File: src/rtl/mem_port_arbiter.sv
// Round-robin arbiter of fetch and load/store ports onto one word-addressed memory; req->gnt same cycle, gnt->vld 3 cycles with a 1-cycle memory.
// One transaction in flight; other requesters wait, holding req, until the next IDLE cycle. A silent memory is aborted after TIMEOUT cycles.
module mem_port_arbiter #(
    parameter int ADDR_W  = 32,
    parameter int DATA_W  = 32,
    parameter int TIMEOUT = 255
) (
    input  logic              clk,
    input  logic              rstn,
    input  logic              i_req,
    input  logic [ADDR_W-1:0] i_addr,
    output logic              i_gnt,
    output logic              i_vld,
    output logic [DATA_W-1:0] i_rdata,
    input  logic              d_req,
    input  logic              d_we,
    input  logic [3:0]        d_strb,
    input  logic [ADDR_W-1:0] d_addr,
    input  logic [DATA_W-1:0] d_wdata,
    output logic              d_gnt,
    output logic              d_vld,
    output logic [DATA_W-1:0] d_rdata,
    output logic              m_rrdy,
    output logic [ADDR_W-1:0] m_raddr,
    output logic [DATA_W-1:0] m_rwdata,
    output logic              m_rwen,
    output logic [3:0]        m_rwstrobe,
    input  logic              m_rvld,
    input  logic [DATA_W-1:0] m_rdata,
    output logic              busy,
    output logic              err
);

    typedef enum logic {
        IDLE = 1'b0,
        WAIT = 1'b1
    } state_t;

    localparam logic [15:0] TO_LIMIT = 16'(TIMEOUT);

    state_t              state;
    state_t              state_nxt;
    logic                last_d;
    logic                own_d;
    logic                we_q;
    logic [ADDR_W-1:0]   addr_q;
    logic [3:0]          strb_q;
    logic [DATA_W-1:0]   wdata_q;
    logic [15:0]         cnt;
    logic                gnt_i;
    logic                gnt_d;
    logic                done_ok;
    logic                done_to;

    // Under contention the port that did not win last time gets the grant.
    always_comb begin
        gnt_i = 1'b0;
        gnt_d = 1'b0;
        if (state == IDLE) begin
            if (i_req && d_req) begin
                if (last_d) begin
                    gnt_i = 1'b1;
                end else begin
                    gnt_d = 1'b1;
                end
            end else if (i_req) begin
                gnt_i = 1'b1;
            end else if (d_req) begin
                gnt_d = 1'b1;
            end
        end
    end

    // Grants are combinational, so they are masked explicitly while reset is held.
    assign i_gnt = gnt_i & ~rstn;
    assign d_gnt = gnt_d & ~rstn;

    assign done_ok = (state == WAIT) && m_rvld;
    assign done_to = (state == WAIT) && !m_rvld && (cnt == TO_LIMIT);

    always_ff @(posedge clk or posedge rstn) begin
        if (rstn) begin
            state <= IDLE;
        end else begin
            state <= state_nxt;
        end
    end

    always_comb begin
        state_nxt = state;
        case (state)
            IDLE: if (gnt_i || gnt_d) state_nxt = WAIT;
            WAIT: if (done_ok || done_to) state_nxt = IDLE;
            default: state_nxt = IDLE;
        endcase
    end

    always_comb begin
        busy       = 1'b0;
        m_rrdy     = 1'b0;
        m_raddr    = '0;
        m_rwen     = 1'b0;
        m_rwstrobe = 4'b0;
        m_rwdata   = '0;
        if (state == WAIT) begin
            busy    = 1'b1;
            m_rrdy  = 1'b1;
            m_raddr = addr_q;
            if (we_q) begin
                m_rwen     = 1'b1;
                m_rwstrobe = strb_q;
                m_rwdata   = wdata_q;
            end
        end
    end

    always_ff @(posedge clk or posedge rstn) begin
        if (rstn) begin
            last_d  <= 1'b1;
            own_d   <= 1'b0;
            we_q    <= 1'b0;
            addr_q  <= '0;
            strb_q  <= 4'b0;
            wdata_q <= '0;
            cnt     <= '0;
            err     <= 1'b0;
            i_vld   <= 1'b0;
            d_vld   <= 1'b0;
            i_rdata <= '0;
            d_rdata <= '0;
        end else begin
            i_vld   <= (done_ok || done_to) && !own_d;
            d_vld   <= (done_ok || done_to) && own_d;
            // Aborted transactions and writes return zero data.
            i_rdata <= (done_ok && !own_d) ? m_rdata : '0;
            d_rdata <= (done_ok && own_d && !we_q) ? m_rdata : '0;
            if (done_to) begin
                err <= 1'b1;
            end
            if (gnt_i || gnt_d) begin
                own_d   <= gnt_d;
                last_d  <= gnt_d;
                addr_q  <= gnt_d ? d_addr : i_addr;
                we_q    <= gnt_d && d_we;
                strb_q  <= gnt_d ? d_strb : 4'b0;
                wdata_q <= gnt_d ? d_wdata : '0;
                cnt     <= '0;
            end else if ((state == WAIT) && !m_rvld && (cnt != TO_LIMIT)) begin
                cnt <= cnt + 16'd1;
            end
        end
    end

endmodule

File: config.mk
export PLATFORM = sky130hd
export DESIGN_NAME = mem_port_arbiter
export DESIGN_NICKNAME = d
export VERILOG_FILES = /design/src/rtl/mem_port_arbiter.sv
export SDC_FILE = /design/constraint.sdc
export NUM_CORES = 1
export LEC_CHECK = 0
export ABC_AREA = 1
export BUFFER_PORTS_ARGS = -buffer_cell sky130_fd_sc_hd__buf_2
export CAP_MARGIN = 30
export CORE_MARGIN = 4
export CORE_UTILIZATION = 24
export DETAILED_ROUTE_END_ITERATION = 6
export HOLD_SLACK_MARGIN = 0.15
export PLACE_DENSITY = 0.43
export SYNTH_ARGS = -nofsm -noshare
export SYNTH_HDL_FRONTEND = slang
export SYNTH_SLANG_ARGS = --single-unit
File: constraint.sdc
create_clock -name clk -period 8.5 [get_ports clk]
set_input_delay 0.425 -clock clk [delete_from_list [all_inputs] [get_ports clk]]
set_output_delay 0.425 -clock clk [all_outputs]
set_load 0.02 [all_outputs]
==> run metrics <==
status=complete, no violations; Comb power frac=between 20% and 30%; Placed Area=0.00828 mm2; gpl congestion=0.756; total setup buffers inserted after CTS=0; cts repair resizes=0; CTS buffer count=17; Hold Path Origin=d_wdata[15]; syn avg cell area=8.31 um2; Die Ht=173 um; Synth Cell Area=0.00657 mm2; layout cells sized above 1=31.1%; worst endpoint required time=8.77 ns; worst-skew pair later-pin latency=roughly 0.42 ns; PortBufs=277; largest stage delay on the critical path=0.67 ns; Die W=roughly 170 um; first-pass GRT wire length=between 30,000 and 40,000 um; total clock sinks=155; vias in the first global route=around 6,300; warnings from Yosys=0; # fillers=2,978; DRT Wirelength=between 20,000 and 25,000 um; TritonCTS clock tree=built; busiest grt layer=met2; CTS max path bufs=2; GR Util met3=7.22%; net switching power=0.908 mW; post-synthesis sequential area ratio=59.1%; Residual DRC=0; CTS Hold Bufs=0; Max Fclk=352 MHz; HP Class=in2reg; CP Class=reg2reg; synth top area cells=dfrtp_1 (59%), nand2_1 (11%), nor2_1 (9.1%); initial antenna violation count=0; worst reg2reg path startpoint=state; met2 usage=between 20% and 30%; H-tree lvl count=4; crit path cell chain=buf_4 -> inv_1 -> o21ai_2 -> clkinv_2 -> buf_4 -> nor2_1 -> a31oi_1; internal power=1.51 mW; area grow syn2layout=35.0%; DR vias/cell=4.17; fin crit period=2.84 ns; net count after synthesis=929; grt met1 use=16.9%; Yosys top cell area share=58.7%; largest net degree at the start of global routing=95; Min-Delay Path Depth=3; max-cap viol count=0; Max IR drop VDD=115 uV; post-DP HPWL=14,300 um; reg-to-reg slack, setup=around 5.7 ns; TritonRoute pass-1 iters=5; Clock Root Buffer=clkbuf_16; Slew Limit Fails=0; dominant cell type by area after synthesis=dfrtp_1; Multi-input gate area=0.00207 mm2; die area=0.0301 mm2; Crit-path slowest cell=clkinv_2; Netlist cell types=28; register area=0.00388 mm2; unrepaired setup endpoints after global routing=false; Final period util=33.4%; initial DRC count=260; #FFs+latches synth=155; setup TNS=0 ns; worst clock skew=0.0111 ns; core area=0.0270 mm2; final setup fails=0; Design Area, Final=about 0.0089 mm2; Starting Density=24.4%; antenna viol nets, final=0; Slew @ Worst Pin=between 0.8 and 0.9 ns; Worst slew margin=40.5%; Worst Path Arrival=slightly above 3 ns; gr usage total=13.8%; number of cell rows=60; final net count=1,195; Worst Hold Path EP=wdata_q[15]; Sw Ratio=37.6%; peak fanout along the critical path=67; Flop pwr share=39.7%; GRT overflow=0; Antenna Cells=0; FF-to-FF path depth=7; Clock Pin Slew Worst Setup and Hold Paths=approximately 0.070 ns; io pins=278; DR WL/cell=approximately 15 um; final hold violations=0; LEAKAGE=5.06 nW; CP Launch Type=flip-flop; clock power share=31.7%; crit end category=flip-flop; DR vias=5,880; Fin Hold WS=roughly 0.20 ns; Post-Syn Instances=790; PD cells=273 mW/mm2; Reg-to-Reg End=addr_q[28]; most used cell, CP=buf_4
## per-stage QoR
stage          util (%)  worst slack [ns]  power [mW]  instances
2_1_floorplan         -              3.90        1.43        790
3_3_place_gp       30.7              5.67        1.68       1378
3_5_place_dp       30.7              5.57        1.68       1378
4_1_cts            32.9              5.57        2.46       1410
5_1_grt            32.9              5.32        2.59       1410
6_report           32.9              5.66        2.42       1410
## metal layers
metal | part of all wire, % | wire length, um
met1 | 43 | 9010
met2 | 45 | 9240
met3 | 11 | 2210
met4 | 1.3 | 269
met5 | 0 | 0
## synthesized netlist by cell type, drive strengths merged
cell type	number
o21ai	43
xor2	4
inv	120
a21oi	3
a31oi	32
dfrtp	154
dfstp	1
nor2	162
clkbuf	28
a211oi	1
nor3	1
o21bai	4
nand4	13
buf	9
ha	1
xnor2	1
nand3	8
nand2	203
clkinv	2
## flip-flops by register name (all words and copies together) (netlist names)
signal,count
addr_q,32
d_rdata,32
i_rdata,32
wdata_q,32
cnt,16
strb_q,4
d_vld,1
err,1
i_vld,1
last_d,1
own_d,1
state,1
we_q,1
## critical path, delay by kind of cell, from the launching register on
| kind | cells | cell delay [ns] |
|---|---|---|
| DFF | 1 | 0.32 |
| buffers and inverters | 4 | 1.77 |
| AOI/OAI and AO/OA | 2 | 0.37 |
| and+or+nand+nor | 1 | 0.18 |
## final cells by class
| type | count | share of cell area, % |
|---|---|---|
| multi-input cells | 476 | 23.3 |
| well taps | 341 | 4.81 |
| repair buffers | 284 | 16.2 |
| clock inverters | 14 | 1.64 |
| inverters | 122 | 5.30 |
| flip-flops and latches | 155 | 43.7 |
| clock buffers | 18 | 4.95 |
## worst max path at each step
stage	end	cells after the start	slack, ns	startpoint
finish	addr_q[28]	7	5.66	state
global route	addr_q[14]	7	5.32	state
CTS	addr_q[28]	7	5.57	state
detailed placement	addr_q[28]	7	5.57	state
global placement	addr_q[1]	7	5.67	state
floorplan	addr_q[0]	1	3.90	rstn
## logic make-up after synthesis
kind of cell	share of synthesized area (%)
AND/OR/NAND/NOR	23.3
buffers and inverters	9.54
flip-flops	59.1
AO/OA/AOI/OAI	7.24
XOR/XNOR	0.667
adder cells (fa/ha/maj)	0.190
## cells in the final DEF (no fill, tap or decap), types with 4 or more instances in the layout
| cell type | n |
|---|---|
| a31oi_1 | 32 |
| buf_2 | 277 |
| buf_4 | 7 |
| clkbuf_16 | 17 |
| clkinv_4 | 4 |
| dfrtp_1 | 154 |
| inv_1 | 117 |
| inv_6 | 5 |
| inv_8 | 6 |
| nand2_1 | 199 |
| nand3_1 | 8 |
| nand4_1 | 13 |
| nor2_1 | 158 |
| o21ai_0 | 42 |
| o21bai_1 | 4 |
| xor2_1 | 4 |
## power groups by stage
stage / Sequential, mW / Combinational [mW] / Clock, mW
after detailed placement: 0.974 / 0.710 / 0
after CTS: 0.962 / 0.710 / 0.793
after global placement: 0.973 / 0.707 / 0
final: 0.961 / 0.692 / 0.765
after floorplan: 1.01 / 0.422 / 0
after global routing: 0.978 / 0.782 / 0.829
Power figures use the tool's default switching activity.
